File: config.mk
export PLATFORM = sky130hd
export DESIGN_NAME = fb_readback_tx_flat
export DESIGN_NICKNAME = d
export VERILOG_FILES = /design/src/rtl/fb_readback_tx_pkg.sv /design/src/rtl/fb_readback_tx_if.sv /design/src/rtl/fb_readback_tx_uart_tx_byte.sv /design/src/rtl/fb_readback_tx.sv /design/src/flat_wrapper.sv
export SDC_FILE = /design/constraint.sdc
export NUM_CORES = 1
export LEC_CHECK = 0
export CAP_MARGIN = 30
export CORE_MARGIN = 5
export CORE_UTILIZATION = 45
export DETAILED_ROUTE_END_ITERATION = 10
export GPL_TIMING_DRIVEN = 0
export PLACE_DENSITY = 0.69
export SKIP_LAST_GASP = 1
export SYNTH_ARGS = -nofsm -noshare
export SYNTH_HDL_FRONTEND = slang
export SYNTH_SLANG_ARGS = --single-unit
export TNS_END_PERCENT = 20
File: constraint.sdc
create_clock -name clk_in -period 2.9 [get_ports clk_in]
set_clock_uncertainty 0.2 [all_clocks]
set_input_delay 0.435 -clock clk_in [delete_from_list [all_inputs] [get_ports clk_in]]
set_output_delay 0.435 -clock clk_in [all_outputs]
set_load 0.02 [all_outputs]
File: src/rtl/fb_readback_tx_pkg.sv
// Shared definitions for the framebuffer readback transmitter: line geometry,
// frame header and the sequencer state encoding.
package fb_pkg;

    localparam int FB_ROW_BYTES   = 128;
    localparam int FB_ADDR_WIDTH  = 12;
    localparam int FB_ROW_WIDTH   = 5;
    localparam int FB_INDEX_WIDTH = 7;

    localparam logic [7:0] HEADER_BYTE = 8'h52;

    typedef enum logic [2:0] {
        ST_IDLE,
        ST_SEND_HDR,
        ST_SEND_ROW,
        ST_RD_ISSUE,
        ST_RD_CAPTURE,
        ST_SEND_DATA,
        ST_SEND_SUM,
        ST_DONE
    } fb_state_t;

    // A line occupies one contiguous 128-byte window: row in the upper bits.
    function automatic logic [FB_ADDR_WIDTH-1:0] fb_line_address(
        input logic [FB_ROW_WIDTH-1:0]   row,
        input logic [FB_INDEX_WIDTH-1:0] index
    );
        return {row, index};
    endfunction

endpackage

File: src/rtl/fb_readback_tx_if.sv
// Request, framebuffer read port and UART line of the readback transmitter.
// The master side is the host/RAM; the slave side is the transmitter itself.
interface fb_readback_tx_if;
    import fb_pkg::*;

    logic                     start;
    logic [FB_ROW_WIDTH-1:0]  row_in;
    logic                     busy;
    logic                     done;
    logic [FB_ADDR_WIDTH-1:0] ram_address;
    logic                     ram_clk_enable;
    logic [7:0]               ram_data_in;
    logic                     tx_out;
    logic [7:0]               checksum;

    modport master (
        output start, row_in, ram_data_in,
        input  busy, done, ram_address, ram_clk_enable, tx_out, checksum
    );

    modport slave (
        input  start, row_in, ram_data_in,
        output busy, done, ram_address, ram_clk_enable, tx_out, checksum
    );

endinterface

File: src/rtl/fb_readback_tx_uart_tx_byte.sv
// 8N1 UART byte transmitter: load in idle, start bit on the next edge,
// byte_done high during the last cycle of the stop bit.
module uart_tx_byte #(
    parameter int UART_TICKS_PER_BIT       = 434,
    parameter int UART_TICKS_PER_BIT_WIDTH = 9
) (
    input  logic       clk_in,
    input  logic       reset,
    input  logic       load,
    input  logic [7:0] data,
    output logic       tx_out,
    output logic       busy,
    output logic       byte_done
);

    localparam logic [UART_TICKS_PER_BIT_WIDTH-1:0] TICK_LAST =
        UART_TICKS_PER_BIT_WIDTH'(UART_TICKS_PER_BIT - 1);
    localparam logic [UART_TICKS_PER_BIT_WIDTH-1:0] TICK_ONE =
        UART_TICKS_PER_BIT_WIDTH'(1);

    logic [UART_TICKS_PER_BIT_WIDTH-1:0] tick_count;
    logic [3:0]                          bit_index;
    logic [8:0]                          shift_reg;
    logic                                tx_reg;
    logic                                active;

    assign tx_out    = tx_reg;
    assign busy      = active;
    assign byte_done = active && (tick_count == TICK_LAST) && (bit_index == 4'd9);

    // bit_index 0 is the start bit, 1..8 data LSB first, 9 the stop bit.
    always_ff @(posedge clk_in or negedge reset) begin
        if (!reset) begin
            tx_reg     <= 1'b1;
            active     <= 1'b0;
            tick_count <= '0;
            bit_index  <= '0;
            shift_reg  <= '1;
        end else if (!active) begin
            if (load) begin
                tx_reg     <= 1'b0;
                shift_reg  <= {1'b1, data};
                active     <= 1'b1;
                tick_count <= '0;
                bit_index  <= '0;
            end
        end else if (tick_count == TICK_LAST) begin
            tick_count <= '0;
            if (bit_index == 4'd9) begin
                active <= 1'b0;
            end else begin
                tx_reg    <= shift_reg[0];
                shift_reg <= {1'b1, shift_reg[8:1]};
                bit_index <= bit_index + 4'd1;
            end
        end else begin
            tick_count <= tick_count + TICK_ONE;
        end
    end

endmodule

File: src/rtl/fb_readback_tx.sv
// Framebuffer line readback: sends header, row id, 128 RAM bytes and their
// XOR over UART, reading each byte just before it is transmitted.
module fb_readback_tx
    import fb_pkg::*;
#(
    parameter int UART_TICKS_PER_BIT       = 434,
    parameter int UART_TICKS_PER_BIT_WIDTH = 9
) (
    input  logic             clk_in,
    input  logic             reset,
    fb_readback_tx_if.slave  bus
);

    localparam logic [FB_INDEX_WIDTH-1:0] LAST_INDEX = FB_INDEX_WIDTH'(FB_ROW_BYTES - 1);

    fb_state_t                 state, state_next;
    logic [FB_ROW_WIDTH-1:0]   row_q;
    logic [FB_INDEX_WIDTH-1:0] byte_index, byte_index_next;
    logic [7:0]                data_q;
    logic [7:0]                checksum_q;
    logic [FB_ADDR_WIDTH-1:0]  ram_address_q;
    logic                      tx_load, tx_busy, tx_done, tx_line;
    logic [7:0]                tx_data;

    uart_tx_byte #(
        .UART_TICKS_PER_BIT       (UART_TICKS_PER_BIT),
        .UART_TICKS_PER_BIT_WIDTH (UART_TICKS_PER_BIT_WIDTH)
    ) u_uart (
        .clk_in    (clk_in),
        .reset     (reset),
        .load      (tx_load),
        .data      (tx_data),
        .tx_out    (tx_line),
        .busy      (tx_busy),
        .byte_done (tx_done)
    );

    always_ff @(posedge clk_in or negedge reset) begin
        if (!reset) state <= ST_IDLE;
        else        state <= state_next;
    end

    // Each SEND state loads the UART in its first cycle (UART still idle) and
    // leaves on byte_done, which keeps the inter-byte gaps at 1 or 3 cycles.
    always_comb begin
        state_next      = state;
        byte_index_next = byte_index;
        tx_load         = 1'b0;
        tx_data         = 8'h00;
        case (state)
            ST_IDLE: begin
                if (bus.start) begin
                    state_next      = ST_SEND_HDR;
                    byte_index_next = '0;
                end
            end
            ST_SEND_HDR: begin
                tx_data = HEADER_BYTE;
                tx_load = !tx_busy;
                if (tx_done) state_next = ST_SEND_ROW;
            end
            ST_SEND_ROW: begin
                tx_data = {3'b000, row_q};
                tx_load = !tx_busy;
                if (tx_done) state_next = ST_RD_ISSUE;
            end
            ST_RD_ISSUE:   state_next = ST_RD_CAPTURE;
            ST_RD_CAPTURE: state_next = ST_SEND_DATA;
            ST_SEND_DATA: begin
                tx_data = data_q;
                tx_load = !tx_busy;
                if (tx_done) begin
                    if (byte_index == LAST_INDEX) begin
                        state_next = ST_SEND_SUM;
                    end else begin
                        byte_index_next = byte_index + 7'd1;
                        state_next      = ST_RD_ISSUE;
                    end
                end
            end
            ST_SEND_SUM: begin
                tx_data = checksum_q;
                tx_load = !tx_busy;
                if (tx_done) state_next = ST_DONE;
            end
            ST_DONE: state_next = ST_IDLE;
            default: state_next = ST_IDLE;
        endcase
    end

    // The read address is registered on entry to RD_ISSUE and then held.
    always_ff @(posedge clk_in or negedge reset) begin
        if (!reset) begin
            row_q         <= '0;
            byte_index    <= '0;
            data_q        <= '0;
            checksum_q    <= '0;
            ram_address_q <= '0;
        end else begin
            byte_index <= byte_index_next;
            if (state == ST_IDLE && bus.start) begin
                row_q      <= bus.row_in;
                checksum_q <= '0;
            end
            if (state_next == ST_RD_ISSUE) begin
                ram_address_q <= fb_line_address(row_q, byte_index_next);
            end
            if (state == ST_RD_CAPTURE) begin
                data_q     <= bus.ram_data_in;
                checksum_q <= checksum_q ^ bus.ram_data_in;
            end
        end
    end

    assign bus.busy           = (state != ST_IDLE) && (state != ST_DONE);
    assign bus.done           = (state == ST_DONE);
    assign bus.ram_clk_enable = (state == ST_RD_ISSUE);
    assign bus.ram_address    = ram_address_q;
    assign bus.checksum       = checksum_q;
    assign bus.tx_out         = tx_line;

endmodule

File: src/flat_wrapper.sv
// flat-port wrapper written by rule: the top's interface ports become plain ports
module fb_readback_tx_flat import fb_pkg::*;
#(
    parameter int UART_TICKS_PER_BIT       = 434,
    parameter int UART_TICKS_PER_BIT_WIDTH = 9
)
  (clk_in, reset, bus_start, bus_row_in, bus_ram_data_in, bus_busy, bus_done, bus_ram_address, bus_ram_clk_enable, bus_tx_out, bus_checksum);
  fb_readback_tx_if bus_i ();
  input  logic clk_in;
  input  logic reset;
  input wire logic [$bits(bus_i.start)-1:0] bus_start;
  input wire logic [$bits(bus_i.row_in)-1:0] bus_row_in;
  input wire logic [$bits(bus_i.ram_data_in)-1:0] bus_ram_data_in;
  output wire logic [$bits(bus_i.busy)-1:0] bus_busy;
  output wire logic [$bits(bus_i.done)-1:0] bus_done;
  output wire logic [$bits(bus_i.ram_address)-1:0] bus_ram_address;
  output wire logic [$bits(bus_i.ram_clk_enable)-1:0] bus_ram_clk_enable;
  output wire logic [$bits(bus_i.tx_out)-1:0] bus_tx_out;
  output wire logic [$bits(bus_i.checksum)-1:0] bus_checksum;
  assign bus_i.start = bus_start;
  assign bus_i.row_in = bus_row_in;
  assign bus_i.ram_data_in = bus_ram_data_in;
  assign bus_busy = bus_i.busy;
  assign bus_done = bus_i.done;
  assign bus_ram_address = bus_i.ram_address;
  assign bus_ram_clk_enable = bus_i.ram_clk_enable;
  assign bus_tx_out = bus_i.tx_out;
  assign bus_checksum = bus_i.checksum;
  fb_readback_tx #(.UART_TICKS_PER_BIT(UART_TICKS_PER_BIT), .UART_TICKS_PER_BIT_WIDTH(UART_TICKS_PER_BIT_WIDTH)) u_core (.clk_in(clk_in), .reset(reset), .bus(bus_i));
endmodule
Word-level counts from Yosys, hierarchy flattened --
Index checks and enable logic that the tools add are counted.
Word-level totals: input bits 16, output and inout bits 24, register bits 67, logic and storage cells 74
Operators by class: add/subtract/negate cells 3, multiplexer cells 34, reductions and logical operators 11, equal/unequal tests 14, bitwise logic cells 1
Operators with widths (number):
- $mux 9 | 7
- $pmux 8 s4 | 1
- $pmux 3 s8 | 1
- $mux 7 | 3
- $mux 3 | 6
- $mux 4 | 4
- $mux 8 | 2
- $pmux 7 s2 | 1
- $eq 3x3->1 const B | 4
- $add 9x1->9 const B | 1
- $eq 3x2->1 const B | 3
- $eq 9x9->1 const B | 1
- $mux 1 | 9
- $xor 8x8->8 | 1
- $add 7x1->7 const B | 1
- $eq 7x7->1 const B | 1
- $add 4x1->4 const B | 1
- $eq 4x4->1 const B | 1
- $logic_and 1x1->1 | 4
- $reduce_bool 2->1 | 2
- $reduce_or 4->1 | 1
- $eq 3x1->1 const B | 1
- $logic_not 3->1 | 1
- $ne 3x3->1 const B | 1
- other kinds (5) | 5

Longest topological paths before layout --
Gate-level depths: netlist (run 1).
depth in word-level cells 6, depth in mapped cells 8, gate-level depth less buffers 6

Cells and area by module --
Synthesis (run 1) repeated with hierarchy kept, for this count alone.
Second synthesis, totals: cells, all modules 302, area total of the unflattened synthesis 3330.7 sq um
By module, submodules not included:
- fb_readback_tx | times used 1, seq. area each 1076.0 sq um, area each 2129.5 sq um, cells each 188
- uart_tx_byte | times used 1, seq. area each 586.8 sq um, area each 1201.2 sq um, cells each 114

Worst setup path after synthesis (run 1) --
Ideal clock, no wire load.
path kind register to output, start register u_core.state[1], end output bus_busy, required time 2.265 ns, arrival 1.422 ns, stages on the path, launching flop included 6, path slack 0.843 ns, path buffers 3, cell sequence dfrtp_1 -> buf_4 -> clkbuf_1 -> buf_2 -> and3_1 -> nor2_1
On the way: longest elaborated chain between the ends 2, elaborated cells on any way between the ends 3, those cells by class eq/ne: 1; reduce/logical: 2
Ends and longest elaborated chain:
- start, declared | RTL line fb_readback_tx.sv:16 | fb_state_t state, state_next;
- start signal, assigned | RTL line fb_readback_tx.sv:40 | else state <= state_next;
- $ne 3x3->1 or $reduce_bool 3->1 (tied branches) | RTL line fb_readback_tx.sv:115 | assign bus.busy = (state != ST_IDLE) && (state != ST_DONE);
- $logic_and 1x1->1 * | RTL line fb_readback_tx.sv:115
- end, declared | RTL line flat_wrapper.sv:14 | output wire logic [$bits(bus_i.busy)-1:0] bus_busy;
Mark *: on every way between the ends. The rest lies on a longest branch, timed or not.

Final worst setup path (run 1) --
start register u_core.state[0], end output bus_ram_clk_enable
On the way: longest elaborated chain between the ends 1
Ends and longest elaborated chain:
- $eq 3x2->1 | RTL line fb_readback_tx.sv:117 | assign bus.ram_clk_enable = (state == ST_RD_ISSUE);
- end, declared | RTL line flat_wrapper.sv:17 | output wire logic [$bits(bus_i.ram_clk_enable)-1:0] bus_ram_clk_enable;
No other way between the ends.

==> run metrics, run 1 <==
status=complete, but fails checks; failing checks=negative hold slack; gr ovfl total=0; Area growth syn-to-layout=21.3%; Hold WC Path Type=in2async; post-DP HPWL=5190 µm; final WL=7440 µm; R2R Setup Slk=480 ps; maximum clock frequency=364 MHz; CTS clk-pin slew, worst paths=80 ps; leak pwr=1.79 nW; global placement routability congestion=0.828; ys flop type=dfrtp_1; Final #Nets=405; design area=4140 µm²; drt wl/cell=15.3 µm; worst-skew pair later-pin latency=340 ps; 1st-iter DRT viols=97; Crit. End Element=output pin; PnR Total Power=2.09 mW; worst reg2reg path depth=6; worst reg2reg endpoint=u_core.bus.ram_address[7]; sequential cell area fraction in the yosys report=48.7%; first-pass GRT wire length=13,000 µm; worst rel slew slack=44.2%; die area=9420 µm²; Placed Cells incl. Taps=473; Root Buffer=clkbuf_8; Die X-Extent=97.1 µm; synthesized area=3410 µm²; Clock Path Buffers=2; Post-synth EDFFs=0; setup violators final=0; RSZ-0062 raised after global routing=false; Initial DRT Pass Iterations=4; via count=2,625; H-tree Lvls=3; non-filler cells, final=488; max reg flops=12; peak supply drop=245 µV; placed inst area=3920 µm²; worst hold slack=-11.3 ps; leading cell type in the layout, fill and taps excluded=dfrtp_1; Ports=40; Critical Path Fanout Max=10; syn_nets=356; Fillers=653; initial antenna violation count=0; most frequent cells in the layout=dfrtp_1 (57), clkdlybuf4s50_1 (37), o21ai_0 (35); Fin. Hold Viols=7; end of the critical path=bus_ram_clk_enable; period utilization=94.7%; Ant. Diodes=0; #FFs+latches synth=66; CP required=2270 ps; crit path DAT=2110 ps; fin crit period=2750 ps; Worst-Margin Slew=836 ps; Mean Syn Cell Area=10.2 µm²; GRT Util Overall=16.8%; port bufs=39; Unique masters post-synth=60; dominant cell type by area after synthesis=dfrtp_1; Max-Cap Viols=0; via/cell ratio=5.38; largest net degree at the start of global routing=67; Cell Pwr Density=505 nW/µm²; Worst R2R Start=u_core.byte_index[0]; post-route ant nets=0; crit path launch type=flop; Setup WS pre-CTS=316 ps; top cells by area, synth=dfrtp_1 (42%), dfstp_2 (6.9%), o21ai_0 (5.1%); area share of the largest cell type after synthesis=41.8%; Slew Viols, Final=0; crit path kind=reg2out; Yosys Warn Count=0; CTS tree=built; crit path from=u_core.state[0]; row count=31; layout cell share with drive strength beyond 1=17.0%; Clock Sinks=66; Die Ht=97.1 µm; Synth async-reset ratio=100%; vias in the first global route=2,707; Setup WS post-layout=153 ps; number of CTS-inserted buffers=9; Gate Count Post-Synth=335; DR DRC count=0; Core Area=7330 µm²; Initial Util=46.5%
==> power by group <==
group	internal, mW	leakage, nW	switching, mW	total, mW
logic	0.0899	0.883	0.0767	0.167
clock network	0.510	0.107	0.348	0.858
registers	0.997	0.798	0.0696	1.07
==> worst min-delay path by stage <==
stage	end	slack, ps
floorplan	u_core.bus.checksum[0]	-60
global placement	u_core.u_uart.tx_out	260
detailed placement	u_core.u_uart.tx_out	260
CTS	u_core.u_uart.tick_count[8]	20
global route	u_core.bus.ram_address[3]	60
finish	u_core.bus.ram_address[3]	-10
==> cells in the mapped netlist (3+ instances only) <==
cell type   n
and2_1      5
buf_6       5
nand3b_1    9
a21o_1      5
and3_1      6
o21ai_0    35
dfstp_2     9
a22o_1      3
buf_4       4
nor3_1      8
nand2_1    31
clkbuf_1    6
a2bb2oi_1   4
a21oi_1    15
nand2b_1    3
ha_1        5
nand3_1    11
a21boi_0    3
o31ai_1     4
mux2i_1     3
nor3b_1     3
mux2_2     10
buf_2       4
mux2_4      5
nor2_1     16
a31oi_1     7
o22ai_1     3
inv_1      16
dfrtp_1    57
nand4_1     3
==> area by class of cell <==
class                   instances  area [µm²]  share of cell area, %
plain buffers                  18         125                   3.02
clock buffers                  12         145                   3.51
clock inverters                 4        76.3                   1.84
inverters                      17        63.8                   1.54
multi-input cells             233        1560                   37.6
flip-flops and latches         66        1660                   40.2
well taps                      99         124                   2.99
repair buffers                 39         387                   9.34
==> metrics by stage <==
step	TNS [ps]	utilization, %
4_1_cts	-31.8	56.5
2_1_floorplan	0	-
3_3_place_gp	-59400	53.6
6_report	0	56.5
5_1_grt	0	56.5
3_5_place_dp	0	53.5
==> worst max-delay path: stages (launching register included) <==
cell	delay, ps
dfrtp_1	320
buf_4	170
buf_2	210
buf_2	230
nand2_1	70
nor2_1	130
clkdlybuf4s50_1	630
==> cell families after synthesis <==
group,after synthesis,share of synthesized area [%]
simple gates,112,18.4
flops,66,48.7
fa+ha+maj,5,1.83
compound gates,96,18.3
buf+inv,36,5.65
xor+xnor,2,0.734
mux,18,6.38
==> timing repair <==
| action | in CTS | in global routing |
|---|---|---|
| setup buffers | 0 | 0 |
| pin swaps | 0 | 0 |
| hold buffers | 0 | 0 |
| gates resized for setup | 1 | 0 |
| setup endpoints to repair | 3 | 2 |
==> per-layer routing <==
layer | share of wire, % | GRT usage [%] | vias up | routed length, µm
met5 | 0 | 0 | - | 0
met1 | 48 | 22.5 | 1261 | 3610
met2 | 47 | 26.4 | 44 | 3490
met3 | 3.8 | 4.67 | 8 | 284
li1 | - | - | 1312 | -
met4 | 0.87 | 5.29 | 0 | 65
Power figures use the tool's default switching activity.
==> run 2: changes to the inputs <==
- MAX_ROUTING_LAYER: not set -> met4
==> run 2 against run 1 <==
Net effect: largest cell class unchanged; cell count unchanged; register-to-register slack about the same; power about the same; critical path depth unchanged; combinational power about the same; die area unchanged; first-iteration DRC count up 15%; clock power about the same; routed wire length about the same; non-clock buffer count unchanged; the run still ends with negative hold slack left; maximum frequency about the same.
==> run metrics, run 2 (same netlist as run 1, synthesis figures left out) <==
RSZ-0062 raised after global routing=false; Initial DRT Pass Iterations=4; post-DP HPWL=5190 µm; worst path cell trace=buf_4, buf_2, buf_2, nand2_1, nor2_1, clkdlybuf4s50_1; Clock Sinks=66; layout cell share with drive strength beyond 1=17.0%; crit path kind=reg2out; PnR Total Power=2.09 mW; first-pass GRT wire length=13,000 µm; fin crit period=2750 ps; Core Area=7330 µm²; Root Buffer=clkbuf_8; failing checks=negative hold slack; max reg flops=12; global placement routability congestion=0.840; Hold WC Path Type=in2async; worst-skew pair later-pin latency=340 ps; crit path DAT=2110 ps; post-route setup TNS=0 ps; peak supply drop=245 µV; Max stage delay on crit path=630 ps; Crit. End Element=output pin; Setup WS pre-CTS=316 ps; CP required=2270 ps; most frequent cells in the layout=dfrtp_1 (57), clkdlybuf4s50_1 (37), o21ai_0 (35); status=complete, but fails checks; crit path launch type=flop; number of CTS-inserted buffers=9; Clock Path Buffers=2; initial antenna violation count=0; period utilization=94.7%; drt wl/cell=15.3 µm; die area=9420 µm²; Ant. Diodes=0; 1st-iter DRT viols=112; maximum clock frequency=364 MHz; leading cell type in the layout, fill and taps excluded=dfrtp_1; DR DRC count=0; Ports=40; Cell Pwr Density=505 nW/µm²; CTS clk-pin slew, worst paths=80 ps; Multi-input gate area=1560 µm²; final WL=7450 µm; vias in the first global route=2,706; Die Ht=97.1 µm; port bufs=39; via/cell ratio=5.38; Fin. Hold Viols=7; row count=31; worst hold slack=-11.3 ps; post-route ant nets=0; Die X-Extent=97.1 µm; most used cell, CP=buf_2; Slew Viols, Final=0; Setup WS post-layout=153 ps; Initial Util=46.5%; Finished Core Util=56.5%; leak pwr=1.79 nW; storage element area=1660 µm²; Final #Nets=405; gr ovfl total=0; CP max stage cell=clkdlybuf4s50_1; worst rel slew slack=44.2%; setup violators final=0; H-tree Lvls=3; Critical Path Fanout Max=10; Fillers=653; GRT Util Overall=17.3%; Area growth syn-to-layout=21.3%; CTS tree=built; via count=2,625; Worst-Margin Slew=836 ps; largest net degree at the start of global routing=67; Max-Cap Viols=0
-- run 2: cell counts in the layout (fill, tap and decap cells not counted) --
Identical to the previous run, type by type.
-- run 2: cell type report --
class | instances | share of cell area [%]
multi-input cells | 233 | 37.6
plain buffers | 18 | 3.02
repair buffers | 39 | 9.34
clock inverters | 4 | 1.84
clock buffers | 12 | 3.51
inverters | 17 | 1.54
well taps | 99 | 2.99
flip-flops and latches | 66 | 40.2
-- run 2: routing by layer --
metal	part of all wire (%)	vias to the layer above	global-route usage, %
li1	-	1312	-
met1	49	1261	22.7
met2	47	44	26.4
met3	3.4	8	4.38
met4	0.87	0	5.29
met5	0	-	-
-- run 2: stage by stage --
step           hold slack, ps  area [µm²]  std cells
2_1_floorplan           -60.6        3410        335
3_3_place_gp              265        3930        473
3_5_place_dp              261        3920        473
4_1_cts                  19.8        4140        489
5_1_grt                  60.9        4140        488
6_report                -11.3        4140        488
-- run 2: power by group --
group          switching, mW  total, mW  internal [mW]
sequential            0.0696       1.07          0.997
clock                  0.348      0.858          0.510
combinational         0.0767      0.167         0.0899
-- run 2: final timing paths --
kind / start / to / slack [ps] / cells past startpoint
worst max-delay path: u_core.state[0] / bus_ram_clk_enable / 150 / 6
worst min-delay path: reset / u_core.bus.ram_address[3] / -10 / 1
worst max register to register: u_core.byte_index[0] / u_core.bus.ram_address[7] / 480 / 6
worst min register to register: u_core.u_uart.shift_reg[0] / u_core.u_uart.tx_out / 270 / 2
max in group asynchronous: reset / u_core.bus.ram_address[7] / 1960 / 1
min in group clk_in: u_core.u_uart.shift_reg[0] / u_core.u_uart.tx_out / 270 / 2
-- run 2: what timing repair did --
action	4_1_cts	5_1_grt
endpoints found under the setup margin	3	2
hold buffers	0	0
resized for setup	1	0
buffers inserted	0	0
-- run 2: critical path: cells and delay by family, from the launching register on --
kind                   cells  cell delay, ps
buffers and inverters      4            1240
DFF                        1             320
and+or+nand+nor            2             200
